[config.mk]
export PLATFORM = sky130hd
export DESIGN_NAME = fifo_wr_arbiter
export DESIGN_NICKNAME = d
export VERILOG_FILES = /design/src/rtl/fifo_wr_arbiter.sv
export SDC_FILE = /design/constraint.sdc
export NUM_CORES = 1
export LEC_CHECK = 0
export BUFFER_PORTS_ARGS = -buffer_cell sky130_fd_sc_hd__buf_2
export CORE_UTILIZATION = 45
export DETAILED_ROUTE_END_ITERATION = 16
export PLACE_DENSITY = 0.76
export SLEW_MARGIN = 30
export SYNTH_ARGS = -nofsm -noshare
export SYNTH_HDL_FRONTEND = slang
export SYNTH_SLANG_ARGS = --single-unit
[constraint.sdc]
create_clock -name write_clk -period 2.39 [get_ports write_clk]
set_clock_uncertainty 0.1 [all_clocks]
set_input_delay 0.717 -clock write_clk [delete_from_list [all_inputs] [get_ports write_clk]]
set_output_delay 0.717 -clock write_clk [all_outputs]
set_load 0.02 [all_outputs]
[src/rtl/fifo_wr_arbiter.sv]
// Write-side arbiter for asyn_fifo: shares the single FIFO write port between
// NUM_REQ valid/ready producers using round-robin bursts of up to MAX_BURST words.

module fifo_wr_arb_lane #(
  parameter int DATA_W = 8,
  parameter int GID_W  = 2,
  parameter int LANE   = 0
) (
  input  logic              burst,
  input  logic [GID_W-1:0]  grant_id,
  input  logic              full,
  input  logic              valid,
  input  logic [DATA_W-1:0] data,
  output logic              ready,
  output logic              xfer,
  output logic [DATA_W-1:0] data_m
);
  logic sel;

  assign sel    = burst && (grant_id == GID_W'(LANE));
  // full gates ready with no register in between, so a rising full stalls this cycle
  assign ready  = sel && !full;
  assign xfer   = ready && valid;
  assign data_m = sel ? data : '0;
endmodule

module fifo_wr_arbiter #(
  parameter  int DATA_W    = 8,
  parameter  int NUM_REQ   = 4,
  parameter  int MAX_BURST = 4,
  parameter  int CNT_W     = 16,
  localparam int GID_W     = (NUM_REQ > 1) ? $clog2(NUM_REQ) : 1,
  localparam int BC_W      = (MAX_BURST > 1) ? $clog2(MAX_BURST) : 1
) (
  input  logic                      write_clk,
  input  logic                      wrst_n,
  input  logic [NUM_REQ-1:0]        req_valid,
  input  logic [NUM_REQ*DATA_W-1:0] req_data,
  output logic [NUM_REQ-1:0]        req_ready,
  input  logic                      full,
  output logic                      winc,
  output logic [DATA_W-1:0]         write_data,
  output logic [GID_W-1:0]          grant_id,
  output logic                      grant_active,
  output logic [CNT_W-1:0]          wr_count
);
  typedef enum logic {IDLE, BURST} state_t;

  state_t                          state;
  logic [GID_W-1:0]                last;
  logic [BC_W-1:0]                 burst_cnt;
  logic [NUM_REQ-1:0]              xfer;
  logic [NUM_REQ-1:0][DATA_W-1:0]  lane_data;
  logic [GID_W-1:0]                pick;
  logic [GID_W-1:0]                cand;
  logic                            found;

  assign grant_active = (state == BURST);

  for (genvar i = 0; i < NUM_REQ; i++) begin : g_lane
    fifo_wr_arb_lane #(
      .DATA_W (DATA_W),
      .GID_W  (GID_W),
      .LANE   (i)
    ) u_lane (
      .burst    (grant_active),
      .grant_id (grant_id),
      .full     (full),
      .valid    (req_valid[i]),
      .data     (req_data[i*DATA_W +: DATA_W]),
      .ready    (req_ready[i]),
      .xfer     (xfer[i]),
      .data_m   (lane_data[i])
    );
  end

  assign winc = |xfer;

  // only the granted lane contributes non-zero data, so an OR tree is the mux
  always_comb begin
    write_data = '0;
    for (int i = 0; i < NUM_REQ; i++) write_data = write_data | lane_data[i];
  end

  // round-robin pick: first valid scanning upward from last+1, wrapping
  always_comb begin
    pick  = last;
    cand  = '0;
    found = 1'b0;
    for (int k = 1; k <= NUM_REQ; k++) begin
      cand = GID_W'((int'(last) + k) % NUM_REQ);
      if (!found && req_valid[cand]) begin
        pick  = cand;
        found = 1'b1;
      end
    end
  end

  always_ff @(posedge write_clk or negedge wrst_n) begin
    if (!wrst_n) begin
      state     <= IDLE;
      grant_id  <= '0;
      last      <= GID_W'(NUM_REQ - 1);
      burst_cnt <= '0;
      wr_count  <= '0;
    end else begin
      case (state)
        IDLE: begin
          if (found) begin
            grant_id  <= pick;
            last      <= pick;
            burst_cnt <= '0;
            state     <= BURST;
          end
        end
        BURST: begin
          if (!req_valid[grant_id]) begin
            state <= IDLE;
          end else if (winc) begin
            wr_count  <= wr_count + CNT_W'(1);
            burst_cnt <= burst_cnt + BC_W'(1);
            if (burst_cnt == BC_W'(MAX_BURST - 1)) state <= IDLE;
          end
        end
        default: state <= IDLE;
      endcase
    end
  end
endmodule
==> impl_metrics.env, run 1 <==
export IMPL_grt_pass1_wl_um=5533
export IMPL_outcome="complete, but fails checks"
export IMPL_crit_arrival_ns=1.68
export IMPL_total_power_mw=2.160
export IMPL_tightestPinTransition_ns=0.4897
export IMPL_rsz0062_at_grt="true"
export IMPL_max_cap_viol_count=0
export IMPL_antenna_found_initial=0
export IMPL_startpoint="grant_id[0]$_DFFE_PN0P_"
export IMPL_synth_top_cell_area_share_pct=37.00
export IMPL_synth_largest_area_cell="dfrtp_1"
export IMPL_first_global_vias=1272
export IMPL_ys_top_cells_by_area="dfrtp_1 37%, mux4_2 14%, xnor2_1 8.6%, nand2_1 4.5%, dfstp_2 3.7%"
export IMPL_synthCells=133
export IMPL_startpoint_type="flop"
export IMPL_path_cells="buf_12 -> mux4_2 -> and2_4 -> buf_6"
export IMPL_violations="setup timing"
export IMPL_place_ws_ns=-0.08001
export IMPL_die_y_um=58.18
export IMPL_grt_start_max_net_pins=24
export IMPL_cts_buffer_depth=2
export IMPL_postCtsHoldBufs=0
export IMPL_slowest_delay_ns=0.51
export IMPL_drtIter0Drc=52
export IMPL_nets=255
export IMPL_netlist_area_um2=1420
export IMPL_layout_commonest_cell="buf_2"
export IMPL_antenna_cells=0
export IMPL_setup_slack_ns=-0.1099
export IMPL_crit_required_ns=1.57
export IMPL_clk_latency_ns=0.32
export IMPL_area_growth_pct=44.05
export IMPL_htree_num_levels=1
export IMPL_setup_violations=9
export IMPL_drv_slew=0
export IMPL_dp_hpwl_um=2616
export IMPL_min_path_type="primary input to async pin"
export IMPL_wl_per_cell_um=13.86
export IMPL_core_area_um2=3028
export IMPL_place_area_um2=1863
export IMPL_path_buf_inv=2
export IMPL_cts_sinks=23
export IMPL_synth_avg_cell_area_um2=10.68
export IMPL_place_congestion=0.7394
export IMPL_r2r_start="grant_id[1]$_DFFE_PN0P_"
export IMPL_hold_ws_ns=0.2349
export IMPL_drc=0
export IMPL_die_x_um=58.18
export IMPL_ys_types=28
export IMPL_finalCritPeriodShare_pct=104.6
export IMPL_relSlewSlack_pct=67.35
export IMPL_vias=1315
export IMPL_final_util_pct=67.56
export IMPL_cts_tree="built"
export IMPL_cpMaxStageDelayCell="mux4_2"
export IMPL_die_area_um2=3384
export IMPL_cp_top_family="multiplexers"
export IMPL_cts_buffers=3
export IMPL_start_util_pct=46.90
export IMPL_synth_seq_cells=23
export IMPL_fmax_mhz=400.0
export IMPL_rows=20
export IMPL_grt_ovfl_total=0
export IMPL_leakagePower_nw=1.056
export IMPL_drt_wl_total_um=3562
export IMPL_io_pins=71
export IMPL_viasPerCell=5.117
export IMPL_yosysWarningCount=0
export IMPL_cts_root_buf="clkbuf_4"
export IMPL_dr_pass1_iters=4
export IMPL_endpoint_kind="primary output"
export IMPL_drtAntennaViolNets=0
export IMPL_syn_nets=174
export IMPL_clkTransAtPathRegs_ns=0.13
export IMPL_gr_usage_all_layers_pct=21.83
export IMPL_layout_cells_most_common_list="57 x buf_2, 20 x dfrtp_1, 16 x nand2_1"
export IMPL_period_minus_slack_ns=2.500
export IMPL_yosysSeqAreaShare_pct=40.70
export IMPL_peakVddDrop_mv=0.4210
export IMPL_drive_above_1_share_pct=52.11
export IMPL_finalHoldViolCount=0
export IMPL_stdcell_area_um2=2046
export IMPL_worstPathMaxFanout=6
export IMPL_crit_type="flop to primary output"
export IMPL_powerDensity_nw_per_um2=1056
export IMPL_portBuffers=70
[report_power, final]
part / internal, mW / switching [mW] / leakage (nW)
sequential: 0.497 / 0.112 / 0.298
combinational: 0.741 / 0.627 / 0.744
clock: 0.0639 / 0.119 / 0.0139
[Yosys cell counts]
library cell,instances
mux4_2,9
a21oi_1,4
clkbuf_1,3
and3_1,5
ha_1,2
dfstp_2,2
nand2_1,17
nor2b_1,1
nor4_1,1
buf_4,4
nand4_1,7
nand3_1,4
nand2b_1,4
buf_6,1
o32ai_1,1
a31oi_1,1
buf_2,1
a21o_1,3
and2_1,8
xor2_1,2
inv_1,4
nor2_1,5
mux2i_1,4
a211oi_1,1
nor3_1,1
xnor2_1,14
dfrtp_1,21
and4_1,3
[cell type report]
| type | count | area [um2] |
|---|---|---|
| clock inverter | 1 | 7.507 |
| clock buffer | 3 | 22.52 |
| tap | 44 | 55.05 |
| timing repair buffer | 85 | 574.3 |
| sequential | 23 | 579.3 |
| fill | 231 | 982.2 |
| inverter | 4 | 15.01 |
| multi-input combinational | 97 | 792.0 |
[path summary, 6_finish.rpt]
check	to	slack, ns	cells after the start
max	write_data[5]	-0.11	4
min	wr_count[7]$_DFFE_PN0P_	0.23	1
max reg2reg	wr_count[14]$_DFFE_PN0P_	0.58	5
min reg2reg	wr_count[15]$_DFFE_PN0P_	0.38	1
max in group asynchronous	grant_id[0]$_DFFE_PN0P_	1.60	1
min in group write_clk	wr_count[15]$_DFFE_PN0P_	0.38	1
[worst reg2reg max path, cell delays in order (launching register included)]
cell and delay (ns):
dfrtp_1 0.41, mux4_2 0.56, buf_4 0.17, and3_1 0.22
nand4_1 0.15, xnor2_1 0.12
[through the flow]
step,setup TNS [ns],std cells
final,-0.7850,257
after global routing,-1.249,257
after CTS,-1.005,257
after detailed placement,-0.1207,249
after global placement,-0.06979,249
after floorplan,0,133
[routing by layer]
| metal | wire length, um | global-route usage [%] |
|---|---|---|
| met2 | 1807 | 40.23 |
| met5 | 0 | 0 |
| met3 | 235 | 2.902 |
| met1 | 1429 | 24.71 |
| met4 | 89 | 10.54 |
[state kept, by name (all words and copies together), names as in the netlist]
signal        count
grant_id          2
last              2
grant_active      1
wr_count         16
burst_cnt         2
[timing repair]
item,CTS,global route
setup buffers,3,0
pin swaps,6,3
setup endpoints to repair,9,9
gates cloned,1,0
resized for setup,31,4
[logic make-up after synthesis]
logic type	synth area share, %
flip-flops	40.70
buffers and inverters	5.109
multiplexers	17.09
adder cells (fa/ha/maj)	1.762
AO/OA/AOI/OAI	4.582
XOR/XNOR	9.868
AND/OR/NAND/NOR	20.88
No activity file was read; power rests on OpenSTA's default activity.
==> run 2, diff against run 1 <==
ABC_AREA = 1   (was default)
CORE_UTILIZATION = 48   (was 45)
PLACE_DENSITY = 0.77   (was 0.76)
==> run 2 against run 1 <==
  * Routed wire length up 21%
  * Combinational power rose by 28%
  * Register-to-register slack got worse by 0.14 ns
  * Clock power grew 4%
  * The run now ends clean
  * Non-clock buffer count did not move
  * Via count grew 45%
  * Critical path type unchanged
  * Hold slack improved by 0.012 ns
==> impl_metrics.env, run 2 <==
export IMPL_cts_buffers=3
export IMPL_top_register="wr_count"
export IMPL_netlist_area_um2=1732
export IMPL_start_util_pct=51.09
export IMPL_cpMaxStageDelayCell="dfrtp_2"
export IMPL_viasPerCell=5.029
export IMPL_pwr_share_clk_pct=7.1
export IMPL_relSlewSlack_pct=65.79
export IMPL_die_area_um2=3852
export IMPL_rows=21
export IMPL_die_y_um=62.07
export IMPL_antenna_cells=0
export IMPL_path_buf_inv=3
export IMPL_yosys_area_share_simple_pct=42.49
export IMPL_largest_register_ffs=16
export IMPL_p_sw_mw=1.391
export IMPL_peakVddDrop_mv=0.7490
export IMPL_dr_pass1_iters=4
export IMPL_rsz0062_at_grt="true"
export IMPL_crit_required_ns=1.57
export IMPL_synth_mux_area_fraction_pct=0
export IMPL_gr_usage_all_layers_pct=24.02
export IMPL_portBuffers=70
export IMPL_die_x_um=62.07
export IMPL_core_area_um2=3390
export IMPL_area_growth_pct=32.66
export IMPL_tightestPinTransition_ns=0.5131
export IMPL_synth_edf_count=0
export IMPL_io_pins=71
export IMPL_layout_commonest_cell="nand2_1"
export IMPL_cts_tree="built"
export IMPL_crit_arrival_ns=1.57
export IMPL_cpMostUsedCell="buf_4"
export IMPL_min_path_type="primary input to async pin"
export IMPL_tns_ns=0
export IMPL_ys_flop_type="dfrtp_1"
export IMPL_synth_avg_cell_area_um2=6.845
export IMPL_comb_power_share_pct=65.7
export IMPL_total_power_mw=2.683
export IMPL_vias=1906
export IMPL_max_cap_viol_count=0
export IMPL_htree_num_levels=1
export IMPL_drtAntennaViolNets=0
export IMPL_startpoint_type="flop"
export IMPL_synth_commonest_cells="97 x nand2_1, 26 x nand3_1, 24 x inv_1, 21 x dfrtp_1, 11 x nor2_1"
export IMPL_synthCells=253
export IMPL_yosysWarningCount=0
export IMPL_synth_xor_area_share_pct=6.069
export IMPL_setup_violations=0
export IMPL_synth_top_family_by_area="simple AND/OR/NAND/NOR gates"
export IMPL_synthAdderAreaFrac_pct=1.445
export IMPL_antenna_found_initial=0
export IMPL_worstPathMaxFanout=6
export IMPL_cts_root_buf="clkbuf_4"
export IMPL_grt_start_max_net_pins=24
export IMPL_drv_slew=0
export IMPL_yosysSeqAreaShare_pct=33.38
export IMPL_place_area_um2=2143
export IMPL_synth_top_cell_area_share_pct=30.35
export IMPL_p_int_mw=1.292
export IMPL_drive_above_1_share_pct=34.23
export IMPL_period_minus_slack_ns=2.387
export IMPL_finalCritPeriodShare_pct=99.87
export IMPL_layout_cells_most_common_list="96 x nand2_1, 65 x buf_2, 26 x nand3_1"
export IMPL_grt_pass1_wl_um=6934
export IMPL_crit_type="flop to primary output"
export IMPL_first_global_vias=1626
export IMPL_leakagePower_nw=1.260
export IMPL_async_flop_share_pct=100.0
export IMPL_synth_compound_area_share_pct=6.431
export IMPL_place_congestion=0.8815
export IMPL_synth_largest_area_cell="dfrtp_1"
export IMPL_slowest_delay_ns=0.50
export IMPL_dp_hpwl_um=3281
export IMPL_drc=0
export IMPL_ys_types=25
export IMPL_synth_seq_cells=23
export IMPL_drtIter0Drc=110
export IMPL_netSwitchingFraction_pct=51.84
export IMPL_postCtsHoldBufs=0
export IMPL_grt_ovfl_total=0
export IMPL_clkTransAtPathRegs_ns=0.13
export IMPL_ys_top_cells_by_area="dfrtp_1 30%, nand2_1 21%, nand3_1 7.5%, inv_1 5.2%, xor2_1 5.1%"
export IMPL_fmax_mhz=418.9
export IMPL_stdcell_area_um2=2297
export IMPL_syn_nets=294
export IMPL_outcome="completed"
export IMPL_powerDensity_nw_per_um2=1168
export IMPL_endpoint_kind="primary output"
export IMPL_synth_most_common_cell="nand2_1"
export IMPL_cp_top_family="flip-flops"
export IMPL_cts_sinks=23
export IMPL_path_cells="buf_4 -> buf_4 -> nor4_2 -> buf_2"
export IMPL_power_frac_seq_pct=27.3
export IMPL_clk_latency_ns=0.32
export IMPL_finalHoldViolCount=0
export IMPL_wl_per_cell_um=11.34
export IMPL_drt_wl_total_um=4298
export IMPL_nets=375
export IMPL_cts_buffer_depth=2
[run 2: final timing paths]
path	from	end	slack (ns)	cells after the start
worst max-delay path	grant_id[0]$_DFFE_PN0P_	req_ready[2]	0.003	4
worst min-delay path	wrst_n	wr_count[10]$_DFFE_PN0P_	0.25	1
worst max register to register	last[0]$_DFFE_PN1P_	grant_id[1]$_DFFE_PN0P_	0.44	11
worst min register to register	burst_cnt[1]$_DFFE_PN0P_	burst_cnt[1]$_DFFE_PN0P_	0.40	2
max in group asynchronous	wrst_n	grant_active$_DFF_PN0_	1.58	1
min in group write_clk	burst_cnt[1]$_DFFE_PN0P_	burst_cnt[1]$_DFFE_PN0P_	0.40	2
[run 2: final cells by class]
cell class              instances  area [um2]
clock buffers                   3       22.52
clock inverters                 1       7.507
fillers                       315        1092
inverters                      28       115.1
multi-input cells             193        1018
flip-flops and latches         23       581.8
well taps                      46       57.56
repair buffers                 85       494.2
[run 2: power by group through the flow]
stage	sequential, mW	clock [mW]	combinational, mW
2_1_floorplan	0.765	0	1.08
3_3_place_gp	0.735	0	1.54
3_5_place_dp	0.732	0	1.56
4_1_cts	0.726	0.198	1.68
5_1_grt	0.756	0.216	1.97
6_report	0.732	0.190	1.76
[run 2: cell families (layout without fill, tap and decap cells)]
kind of cell,after synthesis,after routing
AO/OA/AOI/OAI,18,18
AND/OR/NAND/NOR,161,161
adder cells (fa/ha/maj),2,2
buffers and inverters,37,117
XOR/XNOR,12,12
flip-flops,23,23
[run 2: per-stage QoR]
stage / utilization, % / hold WS, ns / setup WS [ns] / instances
floorplan: - / 0.3214 / 0.1320 / 253
global placement: 63.23 / 0.3680 / 0.1024 / 370
detailed placement: 63.23 / 0.3704 / 0.09906 / 370
CTS: 66.19 / 0.2520 / -0.01615 / 377
global route: 67.77 / 0.2588 / -0.08308 / 379
finish: 67.77 / 0.2469 / 0.003014 / 379
[run 2: routing by layer]
| metal | GRT usage [%] | part of all wire, % | vias up |
|---|---|---|---|
| met5 | 0 | 0 | - |
| met4 | 7.619 | 2.1 | 0 |
| met3 | 3.934 | 5.3 | 11 |
| met2 | 41.19 | 48 | 52 |
| met1 | 30.80 | 44 | 862 |
| li1 | - | - | 981 |
[run 2: timing repair]
item / in CTS / in global routing
pin swaps: 2 / 0
buffers inserted: 4 / 2
endpoints found under the setup margin: 9 / 12
cloned: 0 / 0
resized for setup: 15 / 11
==> run 3, diff against run 2 <==
BUFFER_PORTS_ARGS = default   (was -buffer_cell sky130_fd_sc_hd__buf_2)
CORE_UTILIZATION = 63   (was 48)
CTS_CLUSTER_DIAMETER = 50   (was default)
DONT_BUFFER_PORTS = 1   (was default)
PLACE_DENSITY = 0.76   (was 0.77)
==> run 3 against run 2 <==
  * Utilization up 11 points
  * First-iteration DRC count down 54%
  * The flow now finishes with violations (setup timing)
  * Hold slack worse by 0.12 ns
==> impl_metrics.env, run 3 (synthesis results as in run 2) <==
export IMPL_period_minus_slack_ns=2.470
export IMPL_nets=315
export IMPL_wl_per_cell_um=15.80
export IMPL_startpoint="grant_id[0]$_DFFE_PN0P_"
export IMPL_drv_slew=0
export IMPL_cpMostUsedCell="buf_4"
export IMPL_total_power_mw=2.606
export IMPL_final_util_pct=78.96
export IMPL_viasPerCell=5.881
export IMPL_n_fill_cell=197
export IMPL_path_cells="buf_4 -> buf_4 -> nor4_1 -> buf_4"
export IMPL_peakVddDrop_mv=1.062
export IMPL_core_area_um2=2545
export IMPL_finalHoldViolCount=0
export IMPL_rrSetupSlack_ns=0.41
export IMPL_grt_pass1_wl_um=6458
export IMPL_relSlewSlack_pct=68.64
export IMPL_layout_commonest_cell="nand2_1"
export IMPL_endpoint_kind="primary output"
export IMPL_grt_start_max_net_pins=22
export IMPL_startpoint_type="flop"
export IMPL_antenna_cells=0
export IMPL_cts_buffer_depth=2
export IMPL_tns_ns=-0.1223
export IMPL_die_area_um2=2962
export IMPL_drt_wl_total_um=4786
export IMPL_crit_arrival_ns=1.65
export IMPL_htree_num_levels=1
export IMPL_place_inst=285
export IMPL_leakagePower_nw=1.037
export IMPL_path_buf_inv=3
export IMPL_dp_hpwl_um=3313
export IMPL_outcome="complete, but fails checks"
export IMPL_reg2reg_to="wr_count[5]$_DFFE_PN0P_"
export IMPL_cpMaxStageDelayCell="dfrtp_2"
export IMPL_cts_root_buf="clkbuf_4"
export IMPL_area_growth_pct=16.04
export IMPL_setup_slack_ns=-0.07955
export IMPL_drtIter0Drc=51
export IMPL_slowest_delay_ns=0.48
export IMPL_cts_tree="built"
export IMPL_place_congestion=0.9005
export IMPL_layout_cells_most_common_list="94 x nand2_1, 24 x inv_1, 21 x nand3_1"
export IMPL_start_util_pct=68.04
export IMPL_crit_required_ns=1.57
export IMPL_crit_type="flop to primary output"
export IMPL_gr_usage_all_layers_pct=31.36
export IMPL_min_path_type="primary input to async pin"
export IMPL_die_y_um=54.43
export IMPL_violations="setup timing"
export IMPL_finalCritPeriodShare_pct=103.3
export IMPL_stdcell_count=303
export IMPL_die_x_um=54.43
export IMPL_portBuffers=0
export IMPL_clk_latency_ns=0.32
export IMPL_rsz0062_at_grt="true"
export IMPL_setup_violations=2
export IMPL_hold_ws_ns=0.1241
export IMPL_cp_top_family="buffers and inverters"
export IMPL_drtAntennaViolNets=0
export IMPL_drc=0
export IMPL_dr_pass1_iters=4
export IMPL_clkTransAtPathRegs_ns=0.12
export IMPL_cts_sinks=23
export IMPL_r2r_cells=9
export IMPL_io_pins=71
export IMPL_grt_ovfl_total=0
export IMPL_antenna_found_initial=0
export IMPL_rows=18
export IMPL_top_register="wr_count"
export IMPL_first_global_vias=1487
export IMPL_vias=1782
export IMPL_worstPathMaxFanout=5
export IMPL_powerDensity_nw_per_um2=1297
export IMPL_tightestPinTransition_ns=0.4704
export IMPL_cts_buffers=3
export IMPL_drive_above_1_share_pct=21.25
export IMPL_fmax_mhz=404.9
export IMPL_max_cap_viol_count=0
export IMPL_r2r_start="grant_id[0]$_DFFE_PN0P_"
export IMPL_largest_register_ffs=16
==> run 3: how the worst max path moves through the flow <==
stage	to	slack (ns)	depth (start not counted)
floorplan	winc	0.13	7
global placement	winc	0.31	6
detailed placement	winc	0.23	6
CTS	write_data[7]	0.002	5
global route	winc	-0.09	6
finish	req_ready[2]	-0.08	4
==> run 3: repair_timing <==
action	CTS	global route
endpoints found under the setup margin	9	9
hold endpoints to repair	21	0
hold buffers	1	0
gates resized for setup	6	16
buffers inserted	7	4
pin swaps	3	9
cloned	0	2
==> run 3: through the flow <==
step           area [um2]  worst slack, ns
2_1_floorplan        1732           0.1320
3_3_place_gp         1780           0.3124
3_5_place_dp         1780           0.2323
4_1_cts              1903         0.001987
5_1_grt              2009         -0.09434
6_report             2009         -0.07955
==> run 3: final cells by class <==
class | count | area [um2] | area share (%)
repair inverters | 1 | 5.005 | 0.2491
clock buffers | 3 | 22.52 | 1.121
inverters | 28 | 110.1 | 5.479
repair buffers | 23 | 193.9 | 9.651
well taps | 30 | 37.54 | 1.868
clock inverters | 1 | 5.005 | 0.2491
flip-flops and latches | 23 | 581.8 | 28.95
multi-input cells | 194 | 1054 | 52.43
==> run 3: layer usage <==
layer / part of all wire, % / vias to the layer above / GRT usage (%)
li1: - / 867 / -
met1: 39 / 812 / 38.96
met2: 49 / 88 / 52.44
met3: 9.4 / 15 / 6.389
met4: 2.8 / 0 / 13.25
met5: 0 / - / 0
==> run 3: report_power, final <==
part	switching (mW)	internal [mW]	total [mW]
registers	0.276	0.539	0.815
logic	1.02	0.588	1.61
clock network	0.122	0.0628	0.185
total	1.42	1.19	2.61
